$ cat config.mk
export PLATFORM = sky130hd
export DESIGN_NAME = uart_rx2_flat
export DESIGN_NICKNAME = d
export VERILOG_FILES = /design/src/rtl/uart_rx2_if.sv /design/src/rtl/uart_rx2.sv /design/src/flat_wrapper.sv
export SDC_FILE = /design/constraint.sdc
export NUM_CORES = 1
export LEC_CHECK = 0
export BUFFER_PORTS_ARGS = -buffer_cell sky130_fd_sc_hd__buf_2
export CORE_MARGIN = 5
export CORE_UTILIZATION = 55
export CTS_CLUSTER_DIAMETER = 120
export CTS_CLUSTER_SIZE = 10
export DETAILED_ROUTE_END_ITERATION = 8
export PLACE_DENSITY = 0.79
export SLEW_MARGIN = 20
export SYNTH_ARGS = -nofsm -noshare
export SYNTH_HDL_FRONTEND = slang
export SYNTH_SLANG_ARGS = --single-unit
$ cat constraint.sdc
create_clock -name CLK -period 2.4 [get_ports CLK]
set_clock_uncertainty 0.05 [all_clocks]
set_input_delay 0.48 -clock CLK [delete_from_list [all_inputs] [get_ports CLK]]
set_output_delay 0.48 -clock CLK [all_outputs]
set_load 0.01 [all_outputs]
$ cat src/rtl/uart_rx2_if.sv
// Receive-side bundle of the uart_mirror path: serial line in,
// byte strobe and status out.
interface uart_rx2_if;
  logic       RX_DATA;
  logic       RX_DV;
  logic [7:0] RX_BYTE;
  logic       FRAME_ERR;
  logic       BUSY;

  modport master (
    input  RX_DATA,
    output RX_DV,
    output RX_BYTE,
    output FRAME_ERR,
    output BUSY
  );

  modport slave (
    output RX_DATA,
    input  RX_DV,
    input  RX_BYTE,
    input  FRAME_ERR,
    input  BUSY
  );
endinterface

$ cat src/rtl/uart_rx2.sv
// 8N1 UART receiver with start-glitch rejection, framing-error
// pulse and break hold-off; mid-bit sampling off a 2-flop synchroniser.
module uart_rx2 #(
  parameter int UART_BAUD    = 9600,
  parameter int CLKS_PER_BIT = 12_000_000 / UART_BAUD
) (
  input logic        CLK,
  input logic        RST_N,
  uart_rx2_if.master bus
);

  localparam int HALF_BIT = CLKS_PER_BIT / 2;
  localparam int CW       = $clog2(CLKS_PER_BIT);

  localparam logic [CW-1:0] HALF_M1 = CW'(HALF_BIT - 1);
  localparam logic [CW-1:0] FULL_M1 = CW'(CLKS_PER_BIT - 1);

  typedef enum logic [2:0] {
    IDLE    = 3'd0,
    START   = 3'd1,
    DATA    = 3'd2,
    STOP    = 3'd3,
    CLEANUP = 3'd4
  } state_e;

  state_e        state_q, state_d;
  logic [CW-1:0] cnt_q, cnt_d;
  logic [2:0]    bit_q, bit_d;
  logic [7:0]    shift_q, shift_d;
  logic [7:0]    byte_q, byte_d;
  logic          dv_q, dv_d;
  logic          ferr_q, ferr_d;
  logic          sync1_q, sync2_q;
  logic          rx_s;

  // Synchroniser resets high so reset never looks like a start edge.
  always_ff @(posedge CLK or negedge RST_N) begin
    if (!RST_N) begin
      sync1_q <= 1'b1;
      sync2_q <= 1'b1;
    end else begin
      sync1_q <= bus.RX_DATA;
      sync2_q <= sync1_q;
    end
  end

  assign rx_s = sync2_q;

  always_ff @(posedge CLK or negedge RST_N) begin
    if (!RST_N) begin
      state_q <= IDLE;
      cnt_q   <= '0;
      bit_q   <= '0;
      shift_q <= '0;
      byte_q  <= '0;
      dv_q    <= 1'b0;
      ferr_q  <= 1'b0;
    end else begin
      state_q <= state_d;
      cnt_q   <= cnt_d;
      bit_q   <= bit_d;
      shift_q <= shift_d;
      byte_q  <= byte_d;
      dv_q    <= dv_d;
      ferr_q  <= ferr_d;
    end
  end

  always_comb begin
    state_d = state_q;
    cnt_d   = cnt_q;
    bit_d   = bit_q;
    shift_d = shift_q;
    byte_d  = byte_q;
    dv_d    = 1'b0;
    ferr_d  = 1'b0;

    unique case (state_q)
      IDLE: begin
        cnt_d = '0;
        bit_d = '0;
        if (!rx_s) state_d = START;
      end

      START: begin
        if (cnt_q == HALF_M1) begin
          cnt_d   = '0;
          bit_d   = '0;
          state_d = rx_s ? IDLE : DATA;
        end else begin
          cnt_d = cnt_q + 1'b1;
        end
      end

      DATA: begin
        if (cnt_q == FULL_M1) begin
          cnt_d          = '0;
          shift_d[bit_q] = rx_s;
          if (bit_q == 3'd7) state_d = STOP;
          else               bit_d   = bit_q + 1'b1;
        end else begin
          cnt_d = cnt_q + 1'b1;
        end
      end

      STOP: begin
        if (cnt_q == FULL_M1) begin
          cnt_d   = '0;
          state_d = CLEANUP;
          if (rx_s) begin
            byte_d = shift_q;
            dv_d   = 1'b1;
          end else begin
            ferr_d = 1'b1;
          end
        end else begin
          cnt_d = cnt_q + 1'b1;
        end
      end

      // Holds off a break until the line is released.
      CLEANUP: begin
        cnt_d = '0;
        if (rx_s) state_d = IDLE;
      end

      default: begin
        state_d = IDLE;
        cnt_d   = '0;
        bit_d   = '0;
      end
    endcase
  end

  assign bus.RX_DV     = dv_q;
  assign bus.FRAME_ERR = ferr_q;
  assign bus.RX_BYTE   = byte_q;
  assign bus.BUSY      = (state_q != IDLE);

endmodule

$ cat src/flat_wrapper.sv
// flat-port wrapper written by rule: the top's interface ports become plain ports
module uart_rx2_flat 
#(
  parameter int UART_BAUD    = 9600,
  parameter int CLKS_PER_BIT = 12_000_000 / UART_BAUD
)
  (CLK, RST_N, bus_RX_DATA, bus_RX_DV, bus_RX_BYTE, bus_FRAME_ERR, bus_BUSY);
  uart_rx2_if bus_i ();
  input logic CLK;
  input logic RST_N;
  input wire logic [$bits(bus_i.RX_DATA)-1:0] bus_RX_DATA;
  output wire logic [$bits(bus_i.RX_DV)-1:0] bus_RX_DV;
  output wire logic [$bits(bus_i.RX_BYTE)-1:0] bus_RX_BYTE;
  output wire logic [$bits(bus_i.FRAME_ERR)-1:0] bus_FRAME_ERR;
  output wire logic [$bits(bus_i.BUSY)-1:0] bus_BUSY;
  assign bus_i.RX_DATA = bus_RX_DATA;
  assign bus_RX_DV = bus_i.RX_DV;
  assign bus_RX_BYTE = bus_i.RX_BYTE;
  assign bus_FRAME_ERR = bus_i.FRAME_ERR;
  assign bus_BUSY = bus_i.BUSY;
  uart_rx2 #(.UART_BAUD(UART_BAUD), .CLKS_PER_BIT(CLKS_PER_BIT)) u_core (.CLK(CLK), .RST_N(RST_N), .bus(bus_i));
endmodule
# Yosys cells after proc, flatten, opt, wreduce, memory -nomap -nowiden
# Cells that the tools add are included.
# op_classes
n_addsub	2
n_lt_le_gt_ge	2
n_eq_ne	14
mux	24
bitwise	1
reduce_logical	9
# op_table
operator	n
two-way mux 3 bit	9
two-way mux 11 bit	2
one-hot mux 11 bit (2 select lines)	1
one-hot mux 3 bit (5 select lines)	1
adder 11 x 1 -> 11 bit (second input constant)	1
equality test 11 x 10 -> 1 bit (second input constant)	1
equality test 11 bit (second input constant)	1
inequality test 2 x 1 -> 1 bit (second input constant)	5
one-hot mux 3 bit (3 select lines)	1
bitwise mux 8 bit	1
two-way mux 1 bit	7
equality test 3 x 2 -> 1 bit (second input constant)	2
equality test 3 bit (second input constant)	2
AND reduction 6 bit	1
< comparator 3 x 4 -> 1 bit (second input constant)	1
inequality test 2 bit (second input constant)	2
AND reduction 4 bit	1
OR reduction 2 bit	2
adder 3 x 1 -> 3 bit (second input constant)	1
demux 1 bit (select 3 bit)	1
equality test 3 x 1 -> 1 bit (second input constant)	1
greater-or-equal comparator 3 x 1 -> 1 bit (second input constant)	1
zero test 3 bit	1
AND reduction 3 bit	1
5 further kinds	5
# totals
regBits	37
input_bits	3
output_inout_bits	11
word_cells	61

# Logic depth before layout (Yosys ltp)
# logic_depth
depth_word	5
mapped_depth	7
depth_no_buf	6

# Worst setup path before layout
# Ideal clock, no wire load.
# synth_path
path_kind	flip-flop to flip-flop
start	reg u_core.cnt_q[1]
end	reg u_core.shift_q[4]
setup_time_ps	125
arrival_time_ps	1541
t_required_ps	2225
path_slack_ps	685
stages_incl_launch_ff	7
path_buffers	0
period_less_slack_ps	1715
cell_sequence	dfrtp_1 > inv_1 > ha_1 > and4bb_2 > nand4_1 > nor3_1 > mux2_2
# synth_between
elab_chain_len	2
# synth_lines
element	line_no	source
start, declared	uart_rx2.sv:27	logic [CW-1:0] cnt_q, cnt_d;
start signal, assigned	uart_rx2.sv:60	cnt_q <= cnt_d;
equality test 11 bit	uart_rx2.sv:96	if (cnt_q == FULL_M1) begin
AND reduction 2 bit (no source line)	-	
end signal, assigned	uart_rx2.sv:62	shift_q <= shift_d;
end, declared	uart_rx2.sv:29	logic [7:0] shift_q, shift_d;
# No other way between the ends.
# A chain may end at the register's enable or synchronous reset.

# Worst setup path after layout
# Same ends and word-level chain as after synthesis.

==> metrics.md <==
| Metric | Value |
|---|---|
| Synth unique cells | 37 |
| Largest vdd supply drop | 0.580 mV |
| Total wire length | 3090 um |
| Port Buffers | 13 |
| DR vias/cell | 5.52 |
| Status | complete, no violations |
| Reg-to-Reg Start | u_core.cnt_q[1] |
| Clk sinks | 37 |
| Max clock buf depth | 2 |
| Syn Inst Count | 145 |
| Post-route DRC | 0 |
| Initial Util | 0.578 |
| Max-Slew Margin vs Limit | 0.475 |
| Placed cell areas | 1860 um2 |
| Achievable Freq | 526 MHz |
| CORE AREA | 3080 um2 |
| Syn_area_per_cell | 12.3 um2 |
| Clock Pin Slew Worst Setup and Hold Paths | 0.11 ns |
| Vias in the first global route | 1143 |
| Final Core Density | 0.634 |
| Vias | 1131 |
| Post-route minimum period | 1.90 ns |
| Htree depth | 2 |
| Synth Register Bits | 37 |
| Leakage | 0.934 nW |
| Total CTS buffers | 5 |
| Initial antenna violation count | 0 |
| Setup total negative slack | 0 ns |
| Reg2reg path depth | 6 |
| Reg2reg setup slack | 0.50 ns |
| Int Pwr | 0.876 mW |
| Worst hold path type | primary input to async pin |
| Die ar. | 4470 um2 |
| Pins Over Slew Limit | 0 |
| Kind of critical path | flop to flop |
| Mapped Area | 1780 um2 |
| Die Wd | 66.9 um |
| RSZ-0062 raised after global routing | false |
| Routability cong. | 0.845 |
| FFs w/ async S/R, synth | 1.00 |
| Num ports | 14 |
| Post-CTS Hold Buffers | 0 |
| Synthesis Warnings | 0 |
| Drt initial violations | 76 |
| Gr ovfl total | 0 |
| EDFF count, synth | 0 |
| Place WS | 0.504 ns |
| Share of cells above drive strength 1 | 0.298 |
| Post-CTS setup buffers | 0 |
| Switch share | 0.201 |
| Cell area power density | 562 nW/um2 |
| Crit path DAT | 2.09 ns |
| Final instance area | 1950 um2 |
| Worst-margin pin slew | 0.787 ns |
| ANT cells | 0 |
| CTS tree | yes |
| Max FO, Critical Path | 5 |
| Clk Latency, worst-skew pair | 0.34 ns |
| 1st-pass router iterations | 4 |
| Syn_nets | 153 |
| Largest net degree at the start of global routing | 38 |
| Setup violators final | 0 |
| Final cycle utilization of the critical path | 0.792 |
| Sequential-to-total area share from yosys stat | 0.522 |
| GRT Total Usage | 0.166 |
| Nets | 168 |
| Comb power frac | 0.012 |
| Crit end category | flop |
| CTS root buffer | clkbuf_4 |
| Placed insts | 197 |
| Final Hold Fails | 0 |
| Worst R2R End | u_core.shift_q[4] |
| Num rows | 20 |
| Max cap viols | 0 |
| CP startpoint kind | flop |
| Reg power frac | 0.575 |
| Clock power share | 0.413 |
| First-pass GRT wire length | 5390 um |
| Dpl hpwl | 2200 um |
| Routed Antenna Nets | 0 |
| Setup ws final | 0.500 ns |
| Non-filler cells in the finished layout | 205 |
| Die height | 66.9 um |
| Post-synth top flop | dfrtp_1 |
| Post-CTS resize count | 0 |
| Switch Pwr | 0.220 mW |
| Routed len/inst | 15.1 um |
| CP Data Required Time | 2.59 ns |
| Synthesis-to-layout area growth | 9.71% |
==> cell type report <==
type	instances	area, um2
fill	241	1130
sequential	37	928
multi-input combinational	101	806
timing repair buffer	13	65.1
tap	44	55.1
clock buffer	6	51.3
clock inverter	2	37.5
inverter	2	7.51
==> synth_stat cells, types with 2 or more instances <==
| library cell | instances | area share |
|---|---|---|
| dfrtp_1 | 35 | 0.49 |
| mux2_2 | 18 | 0.11 |
| nor2_1 | 17 | 0.036 |
| nand2_1 | 8 | 0.017 |
| xor2_1 | 8 | 0.039 |
| ha_1 | 5 | 0.035 |
| nand4_1 | 5 | 0.018 |
| a22o_1 | 3 | 0.015 |
| and4_1 | 3 | 0.015 |
| nand2b_1 | 3 | 0.011 |
| nand3_1 | 3 | 0.0084 |
| nor3_1 | 3 | 0.0084 |
| and3_1 | 2 | 0.0070 |
| and4bb_2 | 2 | 0.014 |
| buf_2 | 2 | 0.0056 |
| buf_6 | 2 | 0.013 |
| dfstp_2 | 2 | 0.030 |
| inv_1 | 2 | 0.0042 |
| nor4b_1 | 2 | 0.0099 |
| o2111ai_1 | 2 | 0.0099 |
| o21ai_0 | 2 | 0.0056 |
==> placed cells by master (no fill, tap or decap), types with 2 or more instances in the layout <==
master,Yosys,routed
and4bb_2,2,2
nand3_1,3,3
nor3_1,3,3
o21ai_0,2,2
and4_1,3,3
inv_1,2,2
dfrtp_1,35,35
nor2_1,17,17
ha_1,5,5
xor2_1,8,8
nand2_1,8,8
nand4_1,5,5
and3_1,2,2
nor4b_1,2,2
mux2_2,18,18
nand2b_1,3,3
dfstp_2,2,2
buf_2,2,13
o2111ai_1,2,2
clkbuf_4,0,5
a22o_1,3,3
==> per-stage QoR <==
step	power, mW	hold WS [ns]
after floorplan	0.642	0.134
after global placement	0.655	0.297
after detailed placement	0.656	0.298
after CTS	1.11	0.162
after global routing	1.14	0.160
final	1.10	0.165
==> sequential cells by signal, indices dropped and copies added (netlist names) <==
| register | count |
|---|---|
| u_core.cnt_q | 11 |
| u_core.bus.RX_BYTE | 8 |
| u_core.shift_q | 8 |
| u_core.bit_q | 3 |
| u_core.state_q | 3 |
| u_core.bus.FRAME_ERR | 1 |
| u_core.bus.RX_DV | 1 |
| u_core.rx_s | 1 |
| u_core.sync1_q | 1 |
==> metal layers <==
metal | GRT usage | up-vias | share of wire
met5 | 0 | - | 0
met1 | 0.186 | 553 | 0.44
met3 | 0.0556 | 6 | 0.037
met4 | 0.0684 | 0 | 0.021
li1 | - | 550 | -
met2 | 0.287 | 22 | 0.50
==> worst max-delay path by stage <==
stage | from | cells past startpoint | slack (ns) | to
global placement | u_core.cnt_q[1] | 6 | 0.56 | u_core.shift_q[4]
CTS | u_core.cnt_q[1] | 6 | 0.49 | u_core.shift_q[4]
floorplan | u_core.cnt_q[1] | 6 | 0.68 | u_core.shift_q[4]
finish | u_core.cnt_q[1] | 6 | 0.50 | u_core.shift_q[4]
global route | u_core.state_q[0] | 4 | 0.35 | u_core.shift_q[0]
detailed placement | u_core.cnt_q[1] | 6 | 0.50 | u_core.shift_q[4]
==> logic make-up after synthesis <==
logic type | after synthesis | synth area share
xor+xnor | 9 | 0.0443
mux | 18 | 0.114
fa+ha+maj | 5 | 0.0352
buf+inv | 7 | 0.0246
simple gates | 60 | 0.214
compound gates | 9 | 0.0457
flops | 37 | 0.522
==> worst max-delay path: stages (launching register included) <==
cell and delay, ns:
dfrtp_1 0.42, inv_1 0.08, ha_1 0.15, and4bb_2 0.31, nand4_1 0.22, nor3_1 0.23
mux2_2 0.35
==> power by group through the flow <==
stage / combinational [mW] / clock [mW] / sequential [mW]
5_1_grt: 0.0167 / 0.496 / 0.630
4_1_cts: 0.0148 / 0.468 / 0.630
3_5_place_dp: 0.0147 / 0 / 0.642
2_1_floorplan: 0.00242 / 0 / 0.639
3_3_place_gp: 0.0140 / 0 / 0.641
6_report: 0.0135 / 0.452 / 0.630
Note: power is estimated with default switching activity, not from simulation.
